$ cat config.mk
export PLATFORM = sky130hd
export DESIGN_NAME = canv_disp_unpack_flat
export DESIGN_NICKNAME = d
export VERILOG_FILES = /design/src/rtl/canv_disp_unpack_if.sv /design/src/rtl/canv_disp_unpack.sv /design/src/flat_wrapper.sv
export SDC_FILE = /design/constraint.sdc
export NUM_CORES = 1
export LEC_CHECK = 0
export CORE_MARGIN = 8
export CORE_UTILIZATION = 40
export DETAILED_ROUTE_END_ITERATION = 8
export PLACE_DENSITY = 0.76
export SLEW_MARGIN = 5
export SYNTH_ARGS = -nofsm -noshare
export SYNTH_HDL_FRONTEND = slang
export SYNTH_SLANG_ARGS = --single-unit
$ cat constraint.sdc
create_clock -name clk_pix -period 5.2 [get_ports clk_pix]
set_clock_uncertainty 0.2 [all_clocks]
set_input_delay 1.56 -clock clk_pix [delete_from_list [all_inputs] [get_ports clk_pix]]
set_output_delay 1.56 -clock clk_pix [all_outputs]
set_load 0.01 [all_outputs]
$ cat src/rtl/canv_disp_unpack_if.sv
// Canvas display unpacker bus.
// Groups the per-pixel signals flowing from the display AGU / VRAM read port
// into the unpacker, together with the colour index results heading to the CLUT.
//   pix_id     : pixel ID within the packed word (from AGU)
//   paint      : canvas painting enable (from AGU)
//   addr_shift : address shift, log2(pixels per word)
//   vram_data  : VRAM read data, aligned VRAM_LAT cycles after the AGU address
//   trans_en   : transparency keying enable
//   trans_idx  : transparent colour index
//   cidx       : colour index to the CLUT
//   cidx_valid : cidx belongs to a painted canvas pixel
//   opaque     : painted and not keyed out as transparent
// The master modport is the upstream side (AGU/VRAM/control plus CLUT sink).
// The slave modport is the unpacker itself.
interface canv_disp_unpack_if #(
  parameter int WORD    = 32,
  parameter int PIX_IDW = $clog2(WORD),
  parameter int SHIFTW  = 3,
  parameter int CIDXW   = 8
);
  logic [PIX_IDW-1:0] pix_id;
  logic               paint;
  logic [SHIFTW-1:0]  addr_shift;
  logic [WORD-1:0]    vram_data;
  logic               trans_en;
  logic [CIDXW-1:0]   trans_idx;
  logic [CIDXW-1:0]   cidx;
  logic               cidx_valid;
  logic               opaque;

  modport master (
    output pix_id, paint, addr_shift, vram_data, trans_en, trans_idx,
    input  cidx, cidx_valid, opaque
  );

  modport slave (
    input  pix_id, paint, addr_shift, vram_data, trans_en, trans_idx,
    output cidx, cidx_valid, opaque
  );
endinterface

$ cat src/rtl/canv_disp_unpack.sv
// Canvas display pixel unpacker.
// Delays the AGU's {pix_id, addr_shift, paint} through a VRAM_LAT-deep line so
// that they line up with the VRAM read data, extracts the addressed pixel from
// the packed word as a colour index, and flags transparent pixels.
// Ports:
//   clk_pix   : pixel clock
//   rst_pix_n : asynchronous active-low reset
//   bus       : slave side of canv_disp_unpack_if (inputs from AGU/VRAM,
//               cidx / cidx_valid / opaque outputs to the CLUT)
// Output latency is VRAM_LAT+1 cycles from pix_id/paint, one pixel per clock.
module canv_disp_unpack #(
  parameter int WORD     = 32,
  parameter int PIX_IDW  = $clog2(WORD),
  parameter int SHIFTW   = 3,
  parameter int VRAM_LAT = 1,
  parameter int CIDXW    = 8
) (
  input  logic                  clk_pix,
  input  logic                  rst_pix_n,
  canv_disp_unpack_if.slave     bus
);

  logic [PIX_IDW-1:0] pixId_q [VRAM_LAT];
  logic [SHIFTW-1:0]  shift_q [VRAM_LAT];
  logic               paint_q [VRAM_LAT];

  logic [PIX_IDW-1:0] alPixId;
  logic [SHIFTW-1:0]  alShift;
  logic               alPaint;

  logic [31:0]        effShift;
  logic [31:0]        bpp;
  logic [PIX_IDW-1:0] pid;
  logic [31:0]        bitOff;
  logic [WORD-1:0]    fieldMask;
  logic [CIDXW-1:0]   extIdx;

  logic [CIDXW-1:0]   cidx_d, cidx_q;
  logic               valid_d, valid_q;
  logic               opaque_d, opaque_q;

  // Alignment delay line: stage 0 captures the AGU outputs, every later stage
  // copies its predecessor each clock. There is no stall, so the last stage
  // always holds the pixel whose VRAM word is arriving this cycle.
  always_ff @(posedge clk_pix or negedge rst_pix_n) begin
    if (!rst_pix_n) begin
      for (int k = 0; k < VRAM_LAT; k++) begin
        pixId_q[k] <= '0;
        shift_q[k] <= '0;
        paint_q[k] <= 1'b0;
      end
    end else begin
      pixId_q[0] <= bus.pix_id;
      shift_q[0] <= bus.addr_shift;
      paint_q[0] <= bus.paint;
      for (int k = 1; k < VRAM_LAT; k++) begin
        pixId_q[k] <= pixId_q[k-1];
        shift_q[k] <= shift_q[k-1];
        paint_q[k] <= paint_q[k-1];
      end
    end
  end

  assign alPixId = pixId_q[VRAM_LAT-1];
  assign alShift = shift_q[VRAM_LAT-1];
  assign alPaint = paint_q[VRAM_LAT-1];

  // Pixel extraction from the aligned stage. Shifts beyond PIX_IDW clamp to
  // 1 bpp. Only the low s bits of pix_id select the pixel, so pid*bpp always
  // stays inside the word. A full-width field (s=0) needs an explicit all-ones
  // mask because 1<<WORD does not fit at WORD width.
  always_comb begin
    effShift = 32'(alShift);
    if (effShift > 32'(PIX_IDW)) begin
      effShift = 32'(PIX_IDW);
    end
    bpp       = 32'(WORD) >> effShift;
    pid       = alPixId & PIX_IDW'((32'd1 << effShift) - 32'd1);
    bitOff    = 32'(pid) * bpp;
    fieldMask = (bpp >= 32'(WORD)) ? '1 : ((WORD'(1) << bpp) - WORD'(1));
    extIdx    = CIDXW'((bus.vram_data >> bitOff) & fieldMask);
  end

  // Next output values. Unpainted pixels force everything to zero so VRAM
  // contents never leak out. Transparency keying uses the live trans_en and
  // trans_idx rather than delayed copies.
  always_comb begin
    valid_d  = alPaint;
    cidx_d   = alPaint ? extIdx : '0;
    opaque_d = alPaint && !(bus.trans_en && (extIdx == bus.trans_idx));
  end

  // Output register, loaded every pixel clock.
  always_ff @(posedge clk_pix or negedge rst_pix_n) begin
    if (!rst_pix_n) begin
      cidx_q   <= '0;
      valid_q  <= 1'b0;
      opaque_q <= 1'b0;
    end else begin
      cidx_q   <= cidx_d;
      valid_q  <= valid_d;
      opaque_q <= opaque_d;
    end
  end

  assign bus.cidx       = cidx_q;
  assign bus.cidx_valid = valid_q;
  assign bus.opaque     = opaque_q;

endmodule

$ cat src/flat_wrapper.sv
// flat-port wrapper written by rule: the top's interface ports become plain ports
module canv_disp_unpack_flat 
#(
  parameter int WORD     = 32,
  parameter int PIX_IDW  = $clog2(WORD),
  parameter int SHIFTW   = 3,
  parameter int VRAM_LAT = 1,
  parameter int CIDXW    = 8
)
  (clk_pix, rst_pix_n, bus_pix_id, bus_paint, bus_addr_shift, bus_vram_data, bus_trans_en, bus_trans_idx, bus_cidx, bus_cidx_valid, bus_opaque);
  canv_disp_unpack_if #(.WORD(WORD), .PIX_IDW(PIX_IDW), .SHIFTW(SHIFTW), .CIDXW(CIDXW)) bus_i ();
  input  logic clk_pix;
  input  logic rst_pix_n;
  input wire logic [$bits(bus_i.pix_id)-1:0] bus_pix_id;
  input wire logic [$bits(bus_i.paint)-1:0] bus_paint;
  input wire logic [$bits(bus_i.addr_shift)-1:0] bus_addr_shift;
  input wire logic [$bits(bus_i.vram_data)-1:0] bus_vram_data;
  input wire logic [$bits(bus_i.trans_en)-1:0] bus_trans_en;
  input wire logic [$bits(bus_i.trans_idx)-1:0] bus_trans_idx;
  output wire logic [$bits(bus_i.cidx)-1:0] bus_cidx;
  output wire logic [$bits(bus_i.cidx_valid)-1:0] bus_cidx_valid;
  output wire logic [$bits(bus_i.opaque)-1:0] bus_opaque;
  assign bus_i.pix_id = bus_pix_id;
  assign bus_i.paint = bus_paint;
  assign bus_i.addr_shift = bus_addr_shift;
  assign bus_i.vram_data = bus_vram_data;
  assign bus_i.trans_en = bus_trans_en;
  assign bus_i.trans_idx = bus_trans_idx;
  assign bus_cidx = bus_i.cidx;
  assign bus_cidx_valid = bus_i.cidx_valid;
  assign bus_opaque = bus_i.opaque;
  canv_disp_unpack #(.WORD(WORD), .PIX_IDW(PIX_IDW), .SHIFTW(SHIFTW), .VRAM_LAT(VRAM_LAT), .CIDXW(CIDXW)) u_core (.clk_pix(clk_pix), .rst_pix_n(rst_pix_n), .bus(bus_i));
endmodule
; After elaboration in Yosys (flattened, before gate mapping)
; Cells that the tools add are included.
; Widths: inputs -> output; s select.
[totals]
regBits = 19
in_bits = 52
out_inout_bits = 10
word_cells = 24
[classes]
addsub = 2
n_mul = 1
magnitude_cmp = 2
n_eq_ne = 1
n_shift = 4
muxes = 3
bitwise = 2
reduce_logical = 3
[ops]
columns = cell, count
row1 = $ge 32x6->1 const B, 1
row2 = $mul 5x32->32, 1
row3 = $shl 1x32->5 const A, 1
row4 = $shl 1x32->8 const A, 1
row5 = $shr 32x32->8, 1
row6 = $shr 6x32->32 const A, 1
row7 = $mux 8, 2
row8 = $and 8x8->8, 1
row9 = $eq 8x8->1, 1
row10 = $sub 8x1->8 const B, 1
row11 = $and 5x5->5, 1
row12 = $sub 5x1->5 const B, 1
row13 = $gt 3x3->1 const B, 1
row14 = $mux 3, 1
row15 = $logic_and 1x1->1, 2
row16 = $logic_not 1->1, 1

; Longest topological paths before layout
[depth]
word_depth = 12
mapped_depth = 21
ltp_nobuf = 19

; Least setup slack after synthesis
; No wires, ideal clock.
[synth_timing]
kind = reg-to-reg
from = register u_core.shift_q, in the netlist u_core.alShift[0]
to = register u_core.opaque_q, in the netlist u_core.bus.opaque
setup_time_ns = 0.145
t_arrival_ns = 5.198
required_time_ns = 4.855
slack_ns = -0.343
path_stages_with_launch = 20
cell_sequence = dfrtp_1 > clkbuf_1 > nor3b_1 > inv_1 > ha_1 > nand3_1 > fa_1 > fa_1 > fa_1 > inv_1 > ha_1 > o211ai_1 > o21ai_1 > or3_4 > a31oi_4 > nand3_1 > clkbuf_1 > o31a_1 > nor4_1 > a41oi_1
[synth_between]
elab_chain_cells = 12
elab_cells_between_ends = 17
classes_between = 2 x add/sub / 1 x mul / 2 x order compare / 1 x eq/ne / 4 x shift / 2 x mux / 2 x bitwise / 3 x reduce/logical
[synth_lines]
columns = item, line
row1 = start: declaration, canv_disp_unpack.sv:24  ; logic [SHIFTW-1:0] shift_q [VRAM_LAT];
row2 = start signal: indexed assignment, canv_disp_unpack.sv:58  ; shift_q[k] <= shift_q[k-1];
row3 = $gt 3x3->1, canv_disp_unpack.sv:74  ; if (effShift > 32'(PIX_IDW)) begin
row4 = $mux 3 (*), canv_disp_unpack.sv:74
row5 = $shl 1x32->5, canv_disp_unpack.sv:78  ; pid = alPixId & PIX_IDW'((32'd1 << effShift) - 32'd1);
row6 = $sub 5x1->5, canv_disp_unpack.sv:78
row7 = $and 5x5->5, canv_disp_unpack.sv:78
row8 = $mul 5x32->32, canv_disp_unpack.sv:79  ; bitOff = 32'(pid) * bpp;
row9 = $shr 32x32->8, canv_disp_unpack.sv:81  ; extIdx = CIDXW'((bus.vram_data >> bitOff) & fieldMask);
row10 = $and 8x8->8 (*), canv_disp_unpack.sv:81
row11 = $eq 8x8->1 (*), canv_disp_unpack.sv:90  ; opaque_d = alPaint && !(bus.trans_en && (extIdx == bus.trans_idx));
row12 = $logic_and 1x1->1 (*), canv_disp_unpack.sv:90
row13 = $logic_not 1->1 (*), canv_disp_unpack.sv:90
row14 = $logic_and 1x1->1 (*), canv_disp_unpack.sv:90
row15 = net u_core.opaque_d, canv_disp_unpack.sv:40  ; logic opaque_d, opaque_q;
row16 = end signal: assignment, canv_disp_unpack.sv:102  ; opaque_q <= opaque_d;
row17 = end: declaration, canv_disp_unpack.sv:40
; The timed path passes the listed nets; every way through them passes the cells marked *.

; Worst setup path after layout
; Ends and elaborated chain as after synthesis.

==> reports/qor.yml <==
status:
  status: "finished, final reports clean"
critical_path:
  worstSetupStartpointType: "flop"
  worst-r2r-cell-count: 17
  r2r_slack_ns: 0.19
  critPathArrivalTime_ns: 4.92
  path_cells: "nor3b_4 > inv_2 > ha_4 > nand3_1 > fa_1 > fa_1 > fa_1 > inv_1 > ha_2 > o211ai_1 > o21ai_2 > or3_4 > a31oi_4 > nand3_2 > o31a_1 > nor4_2 > a41oi_1"
  r2r-end: "u_core.bus.opaque$_DFF_PN0_"
  cp.required_ns: 5.12
  critical-path-slowest-cell: "fa_1"
  r2r-start: "u_core.alShift[0]$_DFF_PN0_"
  worst_path_largest_cell_delay_ns: 0.58
  endpoint_kind: "flop"
  cp_max_fo: 5
  cpMostUsedCell: "fa_1"
  timing_worst_setup_path_type: "flop to flop"
pwr:
  power_w: 0.000780
  power_density_nw_per_um2: 177
  power.leakage_nw: 1.89
  ir_drop_uv: 75.5
placed_design:
  port_buffers: 61
  postPlaceCellArea_sq_um: 4230
  dp_cells: 545
  pre_cts_ws_ns: 0.00545
  gp_congestion: 0.963
  dp_hpwl_um: 7950
routing:
  viasPerCell: 5.91
  drt_first_pass_iters: 4
  routed_wirelength_um: 9730
  drtIter0Drc: 223
  wl_per_cell_um: 17.7
  vias: 3254
  drc: 0
  final_antenna_net_count: 0
job:
  maxCapViolCount: 0
cts:
  cts_sinks: 19
  clockBufferDepth: 2
  root_buffer: "clkbuf_8"
  clk_pin_slew_ns: 0.07
  cts_buffers: 3
  htreeDepth: 1
  clkLatencyLatePin_ns: 0.25
  cts_tree: "yes"
layout:
  stdcell_area_sq_um: 4410
  drive_gt1_share_pct: 18.4
  final-instance-count-excl-fill: 551
  area_growth_pct: 33.8
  fin_nets: 536
  fin_util_pct: 54.5
  antenna_cells: 0
grt:
  track_usage_pct: 16.3
  grt_max_degree: 20
  grt_pass1_wl_um: 15600
  grt_pass1_vias: 3268
  grt-ovfl-total: 0
  grt_antenna_before_repair: 0
yosys:
  synth-main-ff-cell: "dfrtp_1"
  yosysWarnings: 0
  syn_avg_cell_area_sq_um: 9.27
  yosysSeqAreaShare_pct: 14.4
  synth.most_common_cell: "nand2_1"
  yosysUniqueCellTypes: 63
  yosysTopAreaCellShare_pct: 14.4
  synth_common_cells: "31 x nand2_1, 29 x inv_1, 26 x mux2i_1, 25 x ha_1, 25 x nor2_1"
  syn_inst: 356
  yosys-top-cells-area: "dfrtp_1 14%, ha_1 9.5%, mux4_1 8.8%, mux2i_1 7.9%, mux4_2 7.5%"
  mappedNetlistArea_sq_um: 3300
  ys_seq_elements: 19
  synth-edff-count: 0
  synth_top_area_cell: "dfrtp_1"
  async_reset_ff_share_pct: 100
floorplan:
  initial_utilization_pct: 40.8
  coreArea_sq_um: 8090
  die_w_um: 107
  rows: 33
  die_h_um: 107
  io_pins: 62
  dieArea_sq_um: 11400
worst_hold_path:
  hold_path.class: "flop to flop"
  min_from: "u_core.alPaint$_DFF_PN0_"
  hold_depth: 0
  min_to: "u_core.bus.cidx_valid$_DFF_PN0_"
sta:
  report.final.slew_viol_count: 0
  fmax_mhz: 200
  worst_pin_slew_ns: 0.886
  setup_viol: 0
  min_period_ns: 5.01
  post-route-period-util_pct: 96.3
  relSlewSlack_pct: 40.9
  hold_viol_final: 0
  finalWorstSetupSlack_ns: 0.193
[cells by family after synthesis]
group | count (synthesis) | share of synthesized area (%)
multiplexers | 48 | 24.2
buffers and inverters | 47 | 6.64
AND/OR/NAND/NOR | 118 | 18.4
AO/OA/AOI/OAI | 82 | 18.2
XOR/XNOR | 3 | 1.25
other | 2 | 0.228
adder cells (fa/ha/maj) | 37 | 16.8
flip-flops | 19 | 14.4
[through the flow]
stage,setup TNS (ns),hold WS [ns]
final,0,0.233
after detailed placement,0,0.209
after CTS,0,0.230
after floorplan,0,0.179
after global placement,0,0.218
after global routing,-0.0673,0.245
[worst max-delay path: cells and delay by family (launching register included)]
kind                     cells  cell delay (ns)
AO/OA/AOI/OAI                5             0.96
adder cells (fa/ha/maj)      5             2.03
buffers and inverters        2             0.13
flip-flops                   1             0.45
AND/OR/NAND/NOR              5             1.11
[registers in the layout, summed over array words and instances (netlist names)]
name and flops:
u_core.alPixId 5, u_core.bus.opaque 1, u_core.bus.cidx_valid 1, u_core.alPaint 1, u_core.bus.cidx 8, u_core.alShift 3
[routing by layer]
| metal | wire [um] | up-vias | share of wire (%) | global-route usage [%] |
|---|---|---|---|---|
| met1 | 4380 | 1582 | 45 | 21.1 |
| met4 | 143 | 0 | 1.5 | 4.32 |
| li1 | - | 1531 | - | - |
| met2 | 4690 | 127 | 48 | 27.8 |
| met3 | 518 | 14 | 5.3 | 2.40 |
| met5 | 0 | - | 0 | 0 |
[layout by cell type (no fill, tap or decap), types with 11 or more instances in the layout]
cell type        synthesis  layout
buf_4                    0      32
ha_1                    25      23
mux4_1                  11      11
a21oi_1                 12      11
clkdlybuf4s50_1          0      61
dfrtp_1                 19      16
conb_1                   2      11
inv_1                   29      28
fa_1                    12      11
mux2i_1                 26      25
nor2_1                  25      22
nand2_1                 31      31
mux4_2                  11      11
[cell type report]
class | count | area, sq um
multi-input cells | 299 | 2770
clock inverters | 1 | 5.00
fillers | 708 | 3680
inverters | 29 | 109
well taps | 105 | 131
flip-flops and latches | 19 | 479
clock buffers | 3 | 41.3
repair buffers | 95 | 873
[worst max-delay path by stage]
stage                                      startpoint                     endpoint  cells past startpoint
final                     u_core.alShift[0]$_DFF_PN0_  u_core.bus.opaque$_DFF_PN0_                     17
after global routing      u_core.alShift[1]$_DFF_PN0_  u_core.bus.opaque$_DFF_PN0_                     17
after CTS                 u_core.alShift[2]$_DFF_PN0_  u_core.bus.opaque$_DFF_PN0_                     19
after detailed placement  u_core.alShift[2]$_DFF_PN0_  u_core.bus.opaque$_DFF_PN0_                     21
after global placement    u_core.alShift[2]$_DFF_PN0_  u_core.bus.opaque$_DFF_PN0_                     20
after floorplan           u_core.alShift[1]$_DFF_PN0_  u_core.bus.opaque$_DFF_PN0_                     19
[power breakdown]
group          leakage, nW  internal (W)  switching [W]
Sequential           0.237      0.000153     0.00000554
Combinational         1.63      0.000248       0.000273
Clock               0.0255     0.0000532      0.0000462
[what timing repair did]
item                                    CTS  global route
endpoints found under the hold margin     0             0
hold buffers                              0             0
buffers inserted                          0             2
endpoints found under the setup margin    1             4
pin swaps                                 1            13
resized for setup                         5            24
Power figures use the tool's default switching activity.
==> patch 1: new RTL, same flow settings <==
`CIDXW` is set to 8 in 3 places; all go to 7.
--- a/src/rtl/canv_disp_unpack_if.sv
+++ b/src/rtl/canv_disp_unpack_if.sv
@@ -18,3 +18,3 @@
   parameter int SHIFTW  = 3,
-  parameter int CIDXW   = 8
+  parameter int CIDXW   = 7
 );
--- a/src/rtl/canv_disp_unpack.sv
+++ b/src/rtl/canv_disp_unpack.sv
@@ -15,3 +15,3 @@
   parameter int VRAM_LAT = 1,
-  parameter int CIDXW    = 8
+  parameter int CIDXW    = 7
 ) (
--- a/src/flat_wrapper.sv
+++ b/src/flat_wrapper.sv
@@ -7,3 +7,3 @@
   parameter int VRAM_LAT = 1,
-  parameter int CIDXW    = 8
+  parameter int CIDXW    = 7
 )
Ports: changed (resized bus_cidx and bus_trans_idx); port bits go from 62 to 60. No check against the original RTL was run, so the function may have changed too.
==> patch 1 against the original RTL <==
- the run now ends with negative setup slack left
- sequential share of layout area decreased by 1.5 points
- final area grew 8.5%
- sequential power decreased by 6%
- worst setup slack got worse by 0.20 ns
- routed wire length rose by 7.4%
- sequential cell count is 1 lower
- combinational power rose by 17%
- power increased by 12%
- area after synthesis rose by 1.4%
- fmax down 3.9%
- critical path depth is 1 higher
- largest cell class unchanged
- highest routed layer unchanged
==> patch 1: results (changes against the original RTL) <==
| Metric | Value |
|---|---|
| Final count of negative-setup-slack endpoints | `1 (was 0)` |
| Failing checks | `negative setup slack` |
| First-pass GRT wire length | `17000 um (was 15600 um)` |
| Peak supply drop | `0.0983 mV (was 0.0755 mV)` |
| FF-to-FF Start | `u_core.alShift[2] (was u_core.alShift[0])` |
| Tot GR Track Use | `18.0% (was 16.3%)` |
| Max reg flops | `7 (was 8)` |
| Switching Share | `40.3% (was 41.7%)` |
| Final WL | `10500 um (was 9730 um)` |
| Leakage | `2.03 nW (was 1.89 nW)` |
| Arrival time of the worst setup path | `5.13 ns (was 4.92 ns)` |
| Vias | `3346 (was 3254)` |
| Post-Synth XOR/XNOR Area | `0.785% (was 1.25%)` |
| Status | `complete, but fails checks (was finished clean)` |
| Vias in the first global route | `3474 (was 3268)` |
| Share of layout cells above drive strength 1 | `31.5% (was 18.4%)` |
| Largest net degree at the start of global routing | `31 (was 20)` |
| Post-DP HPWL | `8550 um (was 7950 um)` |
| Top cells by area, synth | `dfrtp_1 (13%), mux4_2 (13%), ha_1 (9.3%) (was dfrtp_1 (14%), ha_1 (9.5%), mux4_1 (8.8%))` |
| Post-synthesis compound-gate area fraction | `17.9% (was 18.2%)` |
| Reg2reg path depth | `18 (was 17)` |
| RePlAce Congestion | `0.986 (was 0.963)` |
| Final #Nets | `549 (was 536)` |
| Commonest cells in the netlist | `nand2_1 (26), ha_1 (25), inv_1 (25), nor2_1 (21), mux4_2 (20) (was nand2_1 (31), inv_1 (29), mux2i_1 (26), ha_1 (25), nor2_1 (25))` |
| Slew headroom | `43.9% (was 40.9%)` |
| H-Tree Depth | `1 (unchanged)` |
| Port bufs | `59 (was 61)` |
| Dpl ws | `-0.242 ns (was 0.00545 ns)` |
| Yosys warning total | `0 (unchanged)` |
| Worst R2R Setup Slack | `-0.01 ns (was 0.19 ns)` |
| PnR worst setup slack | `-0.0112 ns (was 0.193 ns)` |
| Worst hold slack | `0.238 ns (was 0.233 ns)` |
| Post-synth cell types | `68 (was 63)` |
| Adder-Cell Fraction of Synth Area | `16.5% (was 16.8%)` |
| Sequential fraction of the synthesis area | `13.5% (was 14.4%)` |
[patch 1: cell types whose count changed after synthesis, sizes merged, moves of 5 or more]
cell | unedited run | this run
clkbuf | 10 | 15
o22ai | 9 | 3
a31oi | 8 | 1
or2 | 0 | 6
mux4 | 22 | 27
nand2 | 31 | 26
a2111oi | 1 | 7
mux2i | 26 | 18
[patch 1: final cells by class]
type | count | area (um^2)
clock buffers | 4 | 55.1
multi-input cells | 295 | 3010
fillers | 687 | 3390
inverters | 25 | 93.8
flip-flops and latches | 18 | 450
repair buffers | 118 | 1050
well taps | 105 | 131
[patch 1: per-stage QoR]
stage / instance area, um^2 / total power [W] / TNS, ns / cells
finish: 4790 / 0.000877 / -0.0112 / 565
floorplan: 3500 / 0.000489 / -0.109 / 359
global placement: 4490 / 0.000690 / -0.214 / 554
detailed placement: 4490 / 0.000696 / -0.425 / 554
global route: 4790 / 0.000930 / -0.193 / 565
CTS: 4720 / 0.000851 / -0.0397 / 564
[patch 1: cells by family (layout without fill, tap and decap cells)]
group           count (synthesis)  count (layout)
xor+xnor                        3               3
mux                            48              48
flops                          18              18
fa+ha+maj                      37              37
simple gates                  123             123
buf+inv                        46             147
compound gates                 73              73
other cells                     2              11
[patch 1: critical path, cell delays in order, from the launching register on]
cell and delay (ns):
dfrtp_1 0.41, or3_4 0.45, ha_4 0.23, nand2b_4 0.13, or3_4 0.34, fa_1 0.50, fa_1 0.51, inv_2 0.05
ha_4 0.32, buf_12 0.12, xor2_4 0.20, nor2_2 0.10, a22o_1 0.26, a221oi_1 0.30, buf_4 0.19, nor4_1 0.05
mux2i_1 0.14, a2111oi_2 0.43, a41oi_2 0.15
[patch 1: how the worst max path moves through the flow]
| stage | to | slack [ns] |
|---|---|---|
| after floorplan | u_core.bus.opaque | -0.11 |
| after global placement | u_core.bus.opaque | -0.17 |
| after detailed placement | u_core.bus.opaque | -0.24 |
| after CTS | u_core.bus.opaque | -0.04 |
| after global routing | u_core.bus.opaque | -0.19 |
| final | u_core.bus.opaque | -0.01 |
[patch 1: timing repair]
item | in CTS | in global routing
hold endpoints to repair | 0 | 0
setup buffers | 6 | 1
hold buffers | 0 | 0
pin swaps | 20 | 8
endpoints found under the setup margin | 3 | 4
resized for setup | 23 | 16
[patch 1: power by group through the flow]
stage          registers [W]  clock network, W  logic [W]
6_report            0.000150          0.000115   0.000612
3_5_place_dp        0.000152                 0   0.000544
5_1_grt             0.000150          0.000121   0.000659
3_3_place_gp        0.000152                 0   0.000538
2_1_floorplan       0.000152                 0   0.000337
4_1_cts             0.000150          0.000115   0.000586
[patch 1: metal layers]
| metal | GRT usage, % | routed length [um] |
|---|---|---|
| met5 | 0 | 0 |
| met4 | 3.96 | 228 |
| met3 | 2.34 | 542 |
| met2 | 32.0 | 5270 |
| met1 | 22.7 | 4410 |
==> patch 2: new RTL, config.mk and constraints unchanged <==
Made on the original files. Make the reset (`rst_pix_n`) synchronous in 2 clocked blocks. Comments in the files are not updated.
--- a/src/rtl/canv_disp_unpack.sv
+++ b/src/rtl/canv_disp_unpack.sv
@@ -44,3 +44,3 @@
   // always holds the pixel whose VRAM word is arriving this cycle.
-  always_ff @(posedge clk_pix or negedge rst_pix_n) begin
+  always_ff @(posedge clk_pix) begin
     if (!rst_pix_n) begin
@@ -93,3 +93,3 @@
   // Output register, loaded every pixel clock.
-  always_ff @(posedge clk_pix or negedge rst_pix_n) begin
+  always_ff @(posedge clk_pix) begin
     if (!rst_pix_n) begin
Check against the original RTL: differs if rst_pix_n is asserted again (counterexample within 4 cycles, from zero or initial values and one cycle with rst_pix_n low); with rst_pix_n held inactive, the same outputs for 10 cycles.
==> patch 2 against the original RTL <==
- the flow now finishes with violations (negative setup slack)
- final area grew 0.51%
- power shrank 21%
- final cell count grew 3.4%
- non-clock buffer count grew 9
- synthesized cell count grew 4.2%
- worst setup slack lost 0.37 ns
- highest routed layer unchanged
- routed wire length shrank 5.4%
- critical endpoint is now u_core.bus.opaque
- fmax shrank 6.9%
- area after synthesis shrank 3.0%
- sequential share of layout area shrank 2.3 points
- count of clock-buffer cells in the layout grew 1
- sequential cell count is the same
==> patch 2: results (changes against the original RTL) <==
| Metric | Value |
|---|---|
| Commonest cells in the netlist | `mux2i_1 (34), nor2_1 (31), nand2_1 (28), inv_1 (26), ha_1 (25) (was nand2_1 (31), inv_1 (29), mux2i_1 (26), ha_1 (25), nor2_1 (25))` |
| Cell family with most CP delay | `simple AND/OR/NAND/NOR gates (was adder cells)` |
| Peak supply drop | `0.0765 mV (was 0.0755 mV)` |
| Highest metal used | `met4 (unchanged)` |
| Status | `complete, but fails checks (was finished clean)` |
| Met3 wire len | `388 um (was 518 um)` |
| Failing checks | `negative setup slack` |
| Synth Instances | `371 (was 356)` |
| Sequential fraction of the synthesis area | `11.9% (was 14.4%)` |
| Clk network pwr share | `16.3% (was 12.7%)` |
| Wire length on met2 | `4730 um (was 4690 um)` |
| Setup TNS | `-0.178 ns (was 0 ns)` |
| RePlAce Congestion | `0.904 (was 0.963)` |
| First-pass GRT wire length | `15400 um (was 15600 um)` |
| Arrival time of the worst setup path | `5.31 ns (was 4.92 ns)` |
| Share of power burned in registers | `24.9% (was 20.4%)` |
| Area post-placement | `4320 um^2 (was 4230 um^2)` |
| Worst-margin pin slew | `1.03 ns (was 0.886 ns)` |
| Count leader, synth | `mux2i_1 (was nand2_1)` |
| Worst path slowest cell | `fa_1 (unchanged)` |
| Placed Cells incl. Taps | `562 (was 545)` |
| Reg2reg path depth | `18 (was 17)` |
| Top cells by area, synth | `mux4_2 (13%), dfxtp_1 (12%), mux2i_1 (11%) (was dfrtp_1 (14%), ha_1 (9.5%), mux4_1 (8.8%))` |
| M2 GR Usage | `29.2% (was 27.8%)` |
| DR vias/cell | `5.66 (was 5.91)` |
| PnR worst setup slack | `-0.178 ns (was 0.193 ns)` |
| Final WL | `9200 um (was 9730 um)` |
| CP endpoint | `u_core.bus.opaque (unchanged)` |
| Worst Hold Path Cells | `2 (was 0)` |
| Met1 Track Usage GR | `20.3% (was 21.1%)` |
| Max incr delay on CP | `0.54 ns (was 0.58 ns)` |
| Hold endpoint | `u_core.bus.cidx[4] (was u_core.bus.cidx_valid)` |
| P_int | `0.000390 W (was 0.000455 W)` |
| CP Max Fanout | `9 (was 5)` |
| Tot GR Track Use | `16.4% (was 16.3%)` |
| Routed length on met1 | `3940 um (was 4380 um)` |
| Post-layout instance count excluding filler cells | `570 (was 551)` |
| Share of layout cells above drive strength 1 | `21.4% (was 18.4%)` |
| Origin of the worst setup path | `u_core.shift_q[0][1] (was u_core.alShift[0])` |
| Met3 usage | `2.31% (was 2.40%)` |
| Leakage | `1.83 nW (was 1.89 nW)` |
| Fraction of registers with async set/reset | `0% (was 100%)` |
| HP Start | `u_core.paint_q[0] (was u_core.alPaint)` |
| Vias in the first global route | `3304 (was 3268)` |
| Final count of negative-setup-slack endpoints | `1 (was 0)` |
| Largest net degree at the start of global routing | `26 (was 20)` |
| Worst hold slack | `0.413 ns (was 0.233 ns)` |
| Synth Flop Type | `dfxtp_1 (was dfrtp_1)` |
| Initial DRC Count | `124 (was 223)` |
| Post-DP HPWL | `7740 um (was 7950 um)` |
| Post-synth cell types | `58 (was 63)` |
| Dpl ws | `-0.164 ns (was 0.00545 ns)` |
patch 2: what timing repair did:
action / 4_1_cts / 5_1_grt
buffers inserted: 2 / 2
resized for setup: 1 / 7
hold buffers: 0 / 0
endpoints found under the hold margin: 0 / 0
pin swaps: 5 / 8
endpoints found under the setup margin: 1 / 4
patch 2: logic make-up after synthesis:
logic type	count (synthesis)	share of synthesized area, %
and+or+nand+nor	134	21.7
AOI/OAI and AO/OA	68	15.2
muxes	58	25.8
buffers and inverters	46	5.98
adders and majority gates	37	17.3
DFF	19	11.9
xor gates and xnor gates	7	1.92
other	2	0.235
patch 2: layout make-up:
cell class                 count  area [um^2]
fill                         680         3290
sequential                    19          382
clock buffer                   4         45.0
inverter                      26         97.6
timing repair buffer         104          950
tap                          102          128
multi-input combinational    315         2830
